==> src/rtl/demux_pkg.sv <==
// Shared types and constants for the 1-to-4 round-robin dispatcher.
package demux_pkg;
    localparam int NCH = 4;

    typedef enum logic {
        IDLE = 1'b0,
        HOLD = 1'b1
    } state_t;

    localparam logic MODE_FIXED = 1'b0;
    localparam logic MODE_RR    = 1'b1;
endpackage

==> src/rtl/rr_pick.sv <==
// Cyclic priority search: first set bit of mask at or after ptr, wrapping mod 4.
module rr_pick
    import demux_pkg::*;
(
    input  logic [1:0] ptr,
    input  logic [3:0] mask,
    output logic [1:0] grant,
    output logic       any
);
    // rot[i] is the enable of channel ptr+i, so a fixed priority over rot is cyclic over mask
    logic [NCH-1:0] rot;

    generate
        for (genvar gi = 0; gi < NCH; gi++) begin : g_rot
            assign rot[gi] = mask[ptr + 2'(gi)];
        end
    endgenerate

    logic [1:0] offs;

    always_comb begin
        offs = 2'd0;
        if (rot[0])      offs = 2'd0;
        else if (rot[1]) offs = 2'd1;
        else if (rot[2]) offs = 2'd2;
        else if (rot[3]) offs = 2'd3;
        grant = ptr + offs;
        any   = |mask;
    end
endmodule

==> src/rtl/demux_rr_dispatcher.sv <==
// Single-word holding stage that routes an input stream to one of four channels,
// either a fixed channel or round-robin over enabled channels.
module demux_rr_dispatcher
    import demux_pkg::*;
#(
    parameter int W = 8
) (
    input  logic         clk,
    input  logic         rst_n,
    input  logic         cfg_mode,
    input  logic [1:0]   cfg_sel,
    input  logic [3:0]   cfg_mask,
    input  logic         in_valid,
    input  logic [W-1:0] in_data,
    output logic         in_ready,
    output logic [3:0]   out_valid,
    output logic [W-1:0] out_data,
    input  logic [3:0]   out_ready,
    output logic [1:0]   out_sel,
    output logic         busy
);
    state_t       state_reg, state_next;
    logic [1:0]   ptr_reg;
    logic [1:0]   sel_reg;
    logic [W-1:0] data_reg;

    logic [1:0] rr_grant;
    logic       rr_any;
    logic       eligible;
    logic       rel;
    logic       accept;
    logic [1:0] target;

    rr_pick u_rr_pick (
        .ptr   (ptr_reg),
        .mask  (cfg_mask),
        .grant (rr_grant),
        .any   (rr_any)
    );

    assign eligible = (cfg_mode == MODE_FIXED) | rr_any;
    assign rel      = (state_reg == HOLD) & out_ready[sel_reg];
    // rst_n gates in_ready so nothing is accepted while the block is held in reset
    assign in_ready = rst_n & ((state_reg == IDLE) | rel) & eligible;
    assign accept   = in_valid & in_ready;
    assign target   = (cfg_mode == MODE_RR) ? rr_grant : cfg_sel;

    always_comb begin
        state_next = state_reg;
        case (state_reg)
            IDLE:    if (accept) state_next = HOLD;
            HOLD:    if (rel && !accept) state_next = IDLE;
            default: state_next = IDLE;
        endcase
    end

    always_ff @(posedge clk or negedge rst_n) begin
        if (!rst_n) begin
            state_reg <= IDLE;
            ptr_reg   <= 2'd0;
            sel_reg   <= 2'd0;
            data_reg  <= '0;
        end else begin
            state_reg <= state_next;
            if (accept) begin
                sel_reg  <= target;
                data_reg <= in_data;
                // rotation order is fixed at accept time, independent of consumer readiness
                if (cfg_mode == MODE_RR) ptr_reg <= target + 2'd1;
            end
        end
    end

    always_comb begin
        out_valid = 4'b0000;
        if (state_reg == HOLD) out_valid[sel_reg] = 1'b1;
    end

    assign out_data = data_reg;
    assign out_sel  = sel_reg;
    assign busy     = (state_reg == HOLD);
endmodule

==> config.mk <==
export PLATFORM = sky130hd
export DESIGN_NAME = demux_rr_dispatcher
export DESIGN_NICKNAME = d
export VERILOG_FILES = /design/src/rtl/demux_pkg.sv /design/src/rtl/rr_pick.sv /design/src/rtl/demux_rr_dispatcher.sv
export SDC_FILE = /design/constraint.sdc
export NUM_CORES = 1
export LEC_CHECK = 0
export ABC_AREA = 1
export ABC_CLOCK_PERIOD_IN_PS = 4600
export CAP_MARGIN = 40
export CORE_ASPECT_RATIO = 1.4
export CORE_MARGIN = 2
export CORE_UTILIZATION = 30
export DETAILED_ROUTE_END_ITERATION = 8
export GPL_TIMING_DRIVEN = 1
export HOLD_SLACK_MARGIN = 0.03
export PLACE_DENSITY = 0.71
export SYNTH_ARGS = -nofsm -noshare
export SYNTH_HDL_FRONTEND = slang
export SYNTH_SLANG_ARGS = --single-unit
==> constraint.sdc <==
create_clock -name clk -period 4.6 [get_ports clk]
set_clock_uncertainty 0.1 [all_clocks]
set_input_delay 0.92 -clock clk [delete_from_list [all_inputs] [get_ports clk]]
set_output_delay 0.92 -clock clk [all_outputs]
set_load 0.01 [all_outputs]
# [Yosys cells after proc, flatten, opt, wreduce, memory -nomap -nowiden]
# Index checks and enable logic that the tools add are counted.
[word_totals] rom_bits=0 latchBits=0 ramBits=0 mem_count=0 reg_bits=13
[op_classes] shifts=0 n_div=0 n_lt_le_gt_ge=6 reduce_logical=5 mux=21 add_sub_neg=5 multipliers=0 n_eq_ne=0 n_bitwise=8
[ops] operator="< comparator 2 x 3 -> 1 bit, second input constant" n=5
[ops] operator="binary-select mux 1 bit (select 2 bit)" n=5
[ops] operator="2-to-1 mux 2 bit" n=5
[ops] operator="2-to-1 mux 1 bit" n=8
[ops] operator="adder 2 x 1 -> 2 bit, second input constant" n=2
[ops] operator="adder 2 bit, second input constant" n=2
[ops] operator="bitwise AND 1 bit" n=4
[ops] operator="2-to-1 mux 4 bit" n=1
[ops] operator="OR reduction 4 bit" n=1
[ops] operator="adder 2 bit" n=1
[ops] operator="demux 1 bit (select 2 bit)" n=1
[ops] operator=">= comparator 2 x 1 -> 1 bit, second input constant" n=1
[ops] operator="logical AND 1 bit" n=2
[ops] operator="NOT 1 bit" n=2
[ops] operator="bitwise OR 1 bit" n=2
[ops] operator="case mux 1 bit (2 select lines)" n=1
[ops] operator="AND reduction 2 bit" n=1
[ops] operator="logical NOT 1 bit" n=1

# [Logic depth before layout (Yosys ltp)]
# Gate-level depths: netlist of run 1.
[depth] depth_word=11 depth_mapped=16

# [Hierarchy]
# From an unflattened synthesis of run 1, not the netlist that was laid out.
[hier_totals] cells_unflattened=149 area_unflattened_um2=998.5
[modules_own_cells] module="demux_rr_dispatcher" n_inst=1 seq_area_each_um2=325.3 cells_per_inst=93 area_each_um2=730.7
[modules_own_cells] module="rr_pick" n_inst=1 seq_area_each_um2=0.0 cells_per_inst=56 area_each_um2=267.8

# [Worst setup path after synthesis of run 1]
# No wires, ideal clock.
[synth_timing] kind="input to output" start="input port cfg_mask[2]" end="output port in_ready" required_ns=3.580 t_arrival_ns=1.382 path_buffers=0 setup_slack_ns=2.198 stages=6 path_cell_list="inv_1 > nand4_1 > o21ai_0 > inv_1 > nand2_1 > inv_2"
[synth_via] elab_chain_cells=3
[synth_rtl] element="start: declaration" line="demux_rr_dispatcher.sv:12" text="input logic [3:0] cfg_mask,"
[synth_rtl] element="OR reduction 4 bit" line="rr_pick.sv:28" text="any = |mask;"
[synth_rtl] element="bitwise OR 1 bit" line="demux_rr_dispatcher.sv:41" text="assign eligible = (cfg_mode == MODE_FIXED) | rr_any;"
[synth_rtl] element="bitwise AND 1 bit" line="demux_rr_dispatcher.sv:44" text="assign in_ready = rst_n & ((state_reg == IDLE) | rel) & eligible;"
[synth_rtl] element="end: declaration" line="demux_rr_dispatcher.sv:15" text="output logic in_ready,"
# No other way between the ends.

# [Final worst setup path of run 1]
[layout_timing] start="input port rst_n" end="output port in_ready"
[layout_via] elab_chain_cells=2
[layout_rtl] element="start: declaration" line="demux_rr_dispatcher.sv:9" text="input logic rst_n,"
[layout_rtl] element="bitwise AND 1 bit (2 in series)" line="demux_rr_dispatcher.sv:44"
# No other way between the ends.

==> metrics, run 1 <==
Area after DPL 1300 sq um; sw frac approximately 44%; Seq/Total Area, Yosys 36.0%; Overflow after GRT 0; Antenna Violating Nets Remaining 0; Die Y between 60 and 70 um; Post-synth EDFFs 0; Die ar. 3470 sq um; I/O pin cnt 38; Final setup viols 0; antenna cells 0; largest area contributor in the netlist dfrtp_1; CTS buffer count 3; final cell count without fillers 210; Crit. End Element output pin; global-route wire length before repair 3810 um; DRT iter0 DRCs 17; CTS tree done; antenna violations before repair 0; fraction of registers with async set/reset between 90% and 100%; H-Tree Depth 1; max reg flops 8; Max Buffers Root-to-Sink 2; area share of the largest cell type after synthesis 36.0%; top post-synthesis cells by area dfrtp_1, nand2_1, nand3_1, inv_1, nand2_2; Period Utilization, post-route 74.5%; IO Port Bufs 37; Slew @ Worst Pin 0.436 ns; post-route cell area 1340 sq um; Req. time, crit path ~3.6 ns; Startpoint Class primary input; row cnt 23; Core Area 2880 sq um; crit path time final 3.43 ns; area grow syn2layout 48.6%; class of the worst hold path reg -> reg; # hold bufs at CTS 0; via count 970; combinational share of power 59.2%; Fmax 292 MHz; critical path class in -> out; final wirelength 2230 um; setup tns final 0 ns; status finished, final reports clean; Synth Register Bits 13; Worst-path clk slew 0.05 ns; Crit path arrival time 2.41 ns; crit-path cells clkdlybuf4s50_1 > buf_4 > o21ai_0 > inv_1 > nand2_1 > inv_2 > clkdlybuf4s50_1; clock latency on the worst-skew pair 0.24 ns; Max Cap Viol 0; HPWL Detailed 1810 um; Post CTS Setup Buffer Count 0; library cells used by synthesis 22; Pint 0.451 mW; register area roughly 330 sq um; CP Max Fanout 14; Pleak 0.673 nW; Power Total 0.803 mW; gr usage total between 10% and 20%; RSZ-0062 raised after global routing false; Post-Synthesis Cells around 130; Die Wd 50.4 um; Final nets 197; Crit-path slowest cell clkdlybuf4s50_1; delay-heaviest family, CP buffers and inverters; share of cells above drive strength 1 11.6%; Final Hold Viols 0; via/cell ratio approximately 4.6; max-slew violations 0; pin count of the biggest net entering global routing 15; Ys Warns 0; post-layout util a little under half; most frequent CP cell clkdlybuf4s50_1; Syn Area/Cell 6.74 sq um; PostCTS Resize Cnt 0; fillcell total a little under 300; DP Cell Count approximately 200; Avg WL per Cell 10.6 um; Initial Utilization between 30% and 40%; switching power 0.352 mW; Placer Congestion 0.721; slew margin rel. a little over two thirds; clock root buffer clkbuf_8; DRC 0; CP bufs+invs 5; Multi-input gate area 484 sq um; pwr dens between 500 and 600 nW/um^2; Max IR drop VDD 318 uV; vias in the first global route ~1000; syn nets 157; Reg power frac 28.3%; Pre-Repair DR Iteration Count 4; clock network power share between 10 and 15%; CTS sink cnt 13; Critical Path Max Stage Delay 0.53 ns; Cell Area, Synth 903 sq um; top_reg_cell synth dfrtp_1
==> kinds of logic (layout without fill, tap and decap cells) <==
logic type               Yosys count  in the layout  synth area share [%]
AO/OA/AOI/OAI                      8              8                  4.71
XOR/XNOR                           1              1                 0.970
adder cells (fa/ha/maj)            1              1                  1.38
buffers and inverters             18             57                  10.4
flip-flops                        13             13                  36.0
AND/OR/NAND/NOR                   93             93                  46.5
==> synth_stat cells, types with 2 or more instances <==
| library cell | count |
|---|---|
| o21ai_1 | 2 |
| nand3_1 | 11 |
| nand2_2 | 6 |
| o21ai_0 | 4 |
| dfrtp_1 | 13 |
| inv_1 | 10 |
| buf_6 | 2 |
| inv_2 | 4 |
| nand2_1 | 62 |
| nand3_2 | 2 |
| a31oi_1 | 2 |
| nor2_1 | 2 |
| nand4_1 | 2 |
| nor3_1 | 4 |
==> tightest hold or removal path, delay by kind of cell (launching register included) <==
| kind | cells | cell delay [ns] |
|---|---|---|
| AND/OR/NAND/NOR | 2 | 0.11 |
| flip-flops | 1 | 0.35 |
==> path summary, 6_finish.rpt <==
kind	startpoint	endpoint	slack [ns]	cells past startpoint
hold / removal	out_data[3]	out_data[3]	0.39	2
setup reg to reg	ptr_reg[0]	ptr_reg[1]	2.28	13
setup / recovery	rst_n	in_ready	1.17	7
min in group asynchronous	rst_n	out_data[1]	0.88	2
hold reg to reg	out_data[3]	out_data[3]	0.39	2
max in group asynchronous	rst_n	busy	3.36	2
==> layer usage <==
layer	vias up	track usage (%)	routed length, um	share of wire, %
met5	-	0	0	0
met4	0	6.42	17	0.76
met3	2	1.51	81	3.6
met2	23	27.3	1220	55
met1	446	15.3	910	41
li1	499	-	-	-
==> placed cells by master (no fill, tap or decap) <==
cell type and count:
nor3_1 4, o21ai_0 4, or2_2 1, inv_8 1, nor2_4 1, nand2_2 6, o21ai_1 2, clkbuf_8 3
nand4_1 2, clkdlybuf4s50_1 37, or2_1 1, xnor2_1 1, inv_1 10, nor2_1 2, buf_4 1, clkbuf_1 1
nand3_2 2, nand2_4 1, dfrtp_1 13, a31oi_1 2, ha_1 1, nand2_1 62, nand3_1 11, inv_2 4
==> power groups by stage <==
stage               clock network [mW]  registers [mW]  logic, mW
CTS                              0.102           0.228      0.483
global route                     0.104           0.236      0.541
floorplan                            0           0.223      0.307
global placement                     0           0.227      0.465
detailed placement                   0           0.226      0.481
finish                           0.100           0.227      0.476
==> layout make-up <==
class                      count  share of cell area [%]
sequential                    13                    24.2
multi-input combinational    103                    36.1
clock buffer                   4                    3.36
tap                           37                    3.45
inverter                      15                    4.75
timing repair buffer          38                    28.1
==> through the flow <==
stage | setup WS [ns] | hold slack, ns
after global placement | 1.16 | 0.370
after global routing | 1.07 | 0.419
after CTS | 1.15 | 0.392
after detailed placement | 1.15 | 0.374
final | 1.17 | 0.390
after floorplan | 2.20 | 0.413
Note: power is estimated with default switching activity, not from simulation.
==> run 2, diff against run 1 <==
- ABC_CLOCK_PERIOD_IN_PS: 4600 -> 2980
- PLACE_DENSITY: 0.71 -> 0.73
- clock period: 4.6 -> 2.98 ns (I/O delays scaled with it)
==> run 2 against run 1 <==
  * Wire length rose by 0.18%
  * Via count rose by 0.62%
  * Power grew 54%
  * Cell count is the same
  * Cell area unchanged
  * First-iteration DRC count fell by 18%
  * Clock power is 49% higher
  * Sequential cell count unchanged
  * Largest power group unchanged
==> metrics, run 2 (synthesis results as in run 1) <==
most frequent CP cell clkdlybuf4s50_1; Reg2Reg Setup Slack 0.57 ns; Final setup viols 0; most frequent cells in the layout nand2_1, clkdlybuf4s50_1, dfrtp_1; Final nets between 150 and 200; Req. time, crit path between 2 and 2.5 ns; gr usage total 14.0%; post-route cell area 1340 sq um; Die ar. 3470 sq um; Antenna Violating Nets Remaining 0; crit path time final 2.76 ns; CTS buffer count 3; R2R Path End ptr_reg[1]; via/cell ratio 4.65; Pleak 0.673 nW; CTS tree done; Startpoint Class primary input; vias in the first global route 984; IO Port Bufs 37; Die Wd 50.4 um; Die Y 68.9 um; fillcell total 313; CTS sink cnt 13; CP Max Fanout 6; CP bufs+invs 4; Avg WL per Cell 10.6 um; Max Buffers Root-to-Sink 2; DRT iter0 DRCs 14; Slew @ Worst Pin 0.476 ns; final wirelength roughly 2200 um; max-slew violations 0; Crit-path slowest cell clkdlybuf4s50_1; via count roughly 980; Hold Slack 0.379 ns; Pre-Repair DR Iteration Count 4; DP Cell Count roughly 210; clock latency on the worst-skew pair 0.23 ns; antenna cells 0; Hold EP out_data[3]; Area after DPL 1300 sq um; pwr dens 924 nW/um^2; min-delay src out_data[3]; RSZ-0062 raised after global routing false; Overflow after GRT 0; max reg flops 8; Crit. End Element output pin; commonest non-fill, non-tap cell in the layout nand2_1; class of the worst hold path reg -> reg; crit-path cells clkdlybuf4s50_1 > nand4_1 > o21ai_0 > inv_1 > nand2_1 > inv_2 > clkdlybuf4s50_1; Period Utilization, post-route 92.8%; status finished, final reports clean; Placer Congestion 0.772; Core Area 2880 sq um; Max IR drop VDD about 520 uV; row cnt 23; Reg2Reg Depth 13; share of cells above drive strength 1 11.6%; Worst-path clk slew around 0.05 ns; slew margin rel. around two thirds; HPWL Detailed roughly 1900 um; cell depth of the worst hold path 2; I/O pin cnt 38; # hold bufs at CTS 0; setup tns final 0 ns; area grow syn2layout 48.6%; delay-heaviest family, CP buffers and inverters; Critical Path Max Stage Delay 0.57 ns; Post CTS Setup Buffer Count 0; Max Cap Viol 0; Crit path arrival time about 2.1 ns; critical path class in -> out; clock root buffer clkbuf_8; Initial Utilization 31.4%; antenna violations before repair 0; Fmax between 300 and 400 MHz; global-route wire length before repair 3880 um; reg-to-reg critical path startpoint ptr_reg[0]; H-Tree Depth 1; Final Hold Viols 0; Power Total 1.24 mW; pin count of the biggest net entering global routing 15; PostCTS Resize Cnt 0; DRC 0; final cell count without fillers 210
[run 2: worst max-delay path by stage]
stage,start,to,slack [ns],cells past startpoint
after floorplan,cfg_mask[0],ptr_reg[1],0.91,12
after global placement,cfg_mode,in_ready,0.21,7
after detailed placement,cfg_mask[1],ptr_reg[1],0.14,14
after CTS,cfg_mode,in_ready,0.20,7
after global routing,cfg_mode,in_ready,0.11,7
final,cfg_mode,in_ready,0.22,7
[run 2: worst reg2reg max path, delay by kind of cell (launching register included)]
kind	cells	cell delay [ns]
simple gates	9	0.90
fa+ha+maj	1	0.27
flops	1	0.60
compound gates	2	0.34
buf+inv	1	0.08
[run 2: stage by stage]
stage / worst slack [ns] / util, %
after detailed placement: 0.137 / 45.1
final: 0.215 / 46.7
after global routing: 0.107 / 46.7
after global placement: 0.208 / 45.1
after CTS: 0.197 / 46.7
after floorplan: 0.910 / -
[run 2: layout make-up]
class | instances | area, sq um | area share (%)
tap | 37 | 46.3 | 3.45
multi-input combinational | 103 | 484 | 36.1
timing repair buffer | 38 | 378 | 28.1
sequential | 13 | 325 | 24.2
clock buffer | 4 | 45.0 | 3.36
inverter | 15 | 63.8 | 4.75
[run 2: where the power goes]
group	switching [mW]	total (mW)	internal (mW)
combinational	0.397	0.745	0.348
sequential	0.0892	0.346	0.257
clock	0.0549	0.149	0.0939
total	0.542	1.24	0.698
[run 2: per-layer routing]
layer | track usage (%) | routed length (um)
met5 | 0 | 0
met4 | 2.03 | 6
met3 | 2.59 | 136
met2 | 27.6 | 1180
met1 | 15.8 | 909
==> run 3, diff against run 2 <==
- ABC_CLOCK_PERIOD_IN_PS: 2980 -> 3200
- CELL_PAD_IN_SITES_DETAIL_PLACEMENT: default -> 1
- CELL_PAD_IN_SITES_GLOBAL_PLACEMENT: default -> 1
- CORE_ASPECT_RATIO: 1.4 -> default
- PLACE_DENSITY: 0.73 -> 0.94
- clock period: 2.98 -> 3.2 ns (I/O delays scaled with it)
==> run 3 against run 2 <==
  * The run now ends with design-rule violations left
  * Die area decreased by 0.18%
  * First-iteration DRC count increased to 3.6 times the previous value
  * Non-clock buffer count unchanged
  * Register-to-register slack improved by 0.23 ns
  * Global-route usage increased by 2.3 points
  * Clock power decreased by 32%
  * Wire length increased by 24%
  * Critical path type unchanged
==> metrics, run 3 (synthesis results as in run 1) <==
Hold Slack around 0.39 ns; antenna violations before repair 0; IO Port Bufs 37; Period Utilization, post-route around nine tenths; Crit. End Element output pin; CTS buffer count 3; Die Wd 58.9 um; final cell count without fillers 204; HPWL Detailed approximately 2300 um; I/O pin cnt 38; Placer Congestion 0.745; status complete, but fails checks; max-slew violations 0; Place WS 0.283 ns; setup tns final 0 ns; Final nets 197; PostCTS Resize Cnt 0; Slew @ Worst Pin 0.479 ns; Final Hold Viols 0; Fmax 345 MHz; combinational share of power 62.3%; failing checks design-rule violations; crit-path cells clkdlybuf4s50_1 > nand4_1 > o21ai_0 > inv_1 > nand2_1 > inv_2 > clkdlybuf4s50_1; class of the worst hold path reg -> reg; CTS tree done; via count 998; post-route cell area roughly 1300 sq um; antenna cells 0; post-layout util 46.9%; switching power about 0.53 mW; GR peak layer met2; area grow syn2layout 45.7%; final wirelength 2780 um; CTS sink cnt 13; RSZ-0062 raised after global routing false; met2 Usage GRT 31.6%; Startpoint Class primary input; most frequent cells in the layout nand2_1, clkdlybuf4s50_1, dfrtp_1; Avg WL per Cell 13.6 um; critical path class in -> out; Pint around 0.61 mW; Pleak 0.665 nW; Power Total 1.14 mW; Reg power frac 28.8%; Final setup viols 0; clock latency on the worst-skew pair roughly 0.27 ns; cell depth of the worst hold path 2; DP Cell Count 200; clock root buffer clkbuf_4; Pre-Repair DR Iteration Count 6; # hold bufs at CTS 0; Area after DPL ~1300 sq um; max reg flops 8; via/cell ratio 4.89; Crit-path slowest cell clkdlybuf4s50_1; met3 Usage GRT 1.32%; Max Buffers Root-to-Sink 2; clock network power share under 10%; Reg2Reg Depth 14; sw frac 46.6%; gr usage total about 16%; DRT iter0 DRCs 50; Critical Path Max Stage Delay 0.59 ns; final worst slack approximately 0.30 ns; Post CTS Setup Buffer Count 0; CP Max Fanout 6; Initial Utilization 32.2%; GR Util met1 18.7%; vias in the first global route 995; DRC 3; H-Tree Depth 1; Crit path arrival time roughly 2.2 ns; slew margin rel. 68.1%; Max Cap Viol 0; global-route wire length before repair between 4000 and 5000 um; Req. time, crit path 2.46 ns; Overflow after GRT 0; crit path time final 2.90 ns; Die Y 58.9 um; row cnt 19; pwr dens 866 nW/um^2; pin count of the biggest net entering global routing 15; Core Area between 2000 and 3000 sq um; Die ar. 3470 sq um; share of cells above drive strength 1 approximately 12%; Worst-path clk slew 0.08 ns; Max IR drop VDD 355 uV; most frequent CP cell clkdlybuf4s50_1; Antenna Violating Nets Remaining 0; commonest non-fill, non-tap cell in the layout nand2_1
run 3: final cells by class:
cell class | instances | area (sq um)
fillers | 381 | 1490
repair buffers | 38 | 378
well taps | 31 | 38.8
inverters | 15 | 63.8
multi-input cells | 103 | 484
clock buffers | 4 | 26.3
flip-flops and latches | 13 | 325
run 3: worst max-delay path: cells and delay by family:
family / cells / cell delay (ns)
buffers and inverters: 4 / 1.17
AND/OR/NAND/NOR: 2 / 0.20
AO/OA/AOI/OAI: 1 / 0.15
run 3: power groups by stage:
stage          sequential, mW  clock (mW)  combinational, mW
3_3_place_gp            0.322           0              0.674
5_1_grt                 0.342       0.110              0.783
3_5_place_dp            0.332           0              0.712
2_1_floorplan           0.320           0              0.441
4_1_cts                 0.328       0.104              0.717
6_report                0.328       0.101              0.711
run 3: layer usage:
metal  share of wire, %  routed length, um
met5                  0                  0
met4               0.61                 17
met3                3.6                 99
met2                 55               1530
met1                 41               1140
run 3: path summary, 6_finish.rpt:
| path | start | to | slack (ns) |
|---|---|---|---|
| min in group asynchronous | rst_n | out_data[1] | 0.61 |
| min reg2reg | out_data[5] | out_data[5] | 0.39 |
| max | cfg_mode | in_ready | 0.30 |
| min | out_data[5] | out_data[5] | 0.39 |
| max in group asynchronous | rst_n | out_data[5] | 2.23 |
| max reg2reg | ptr_reg[0] | ptr_reg[1] | 0.80 |
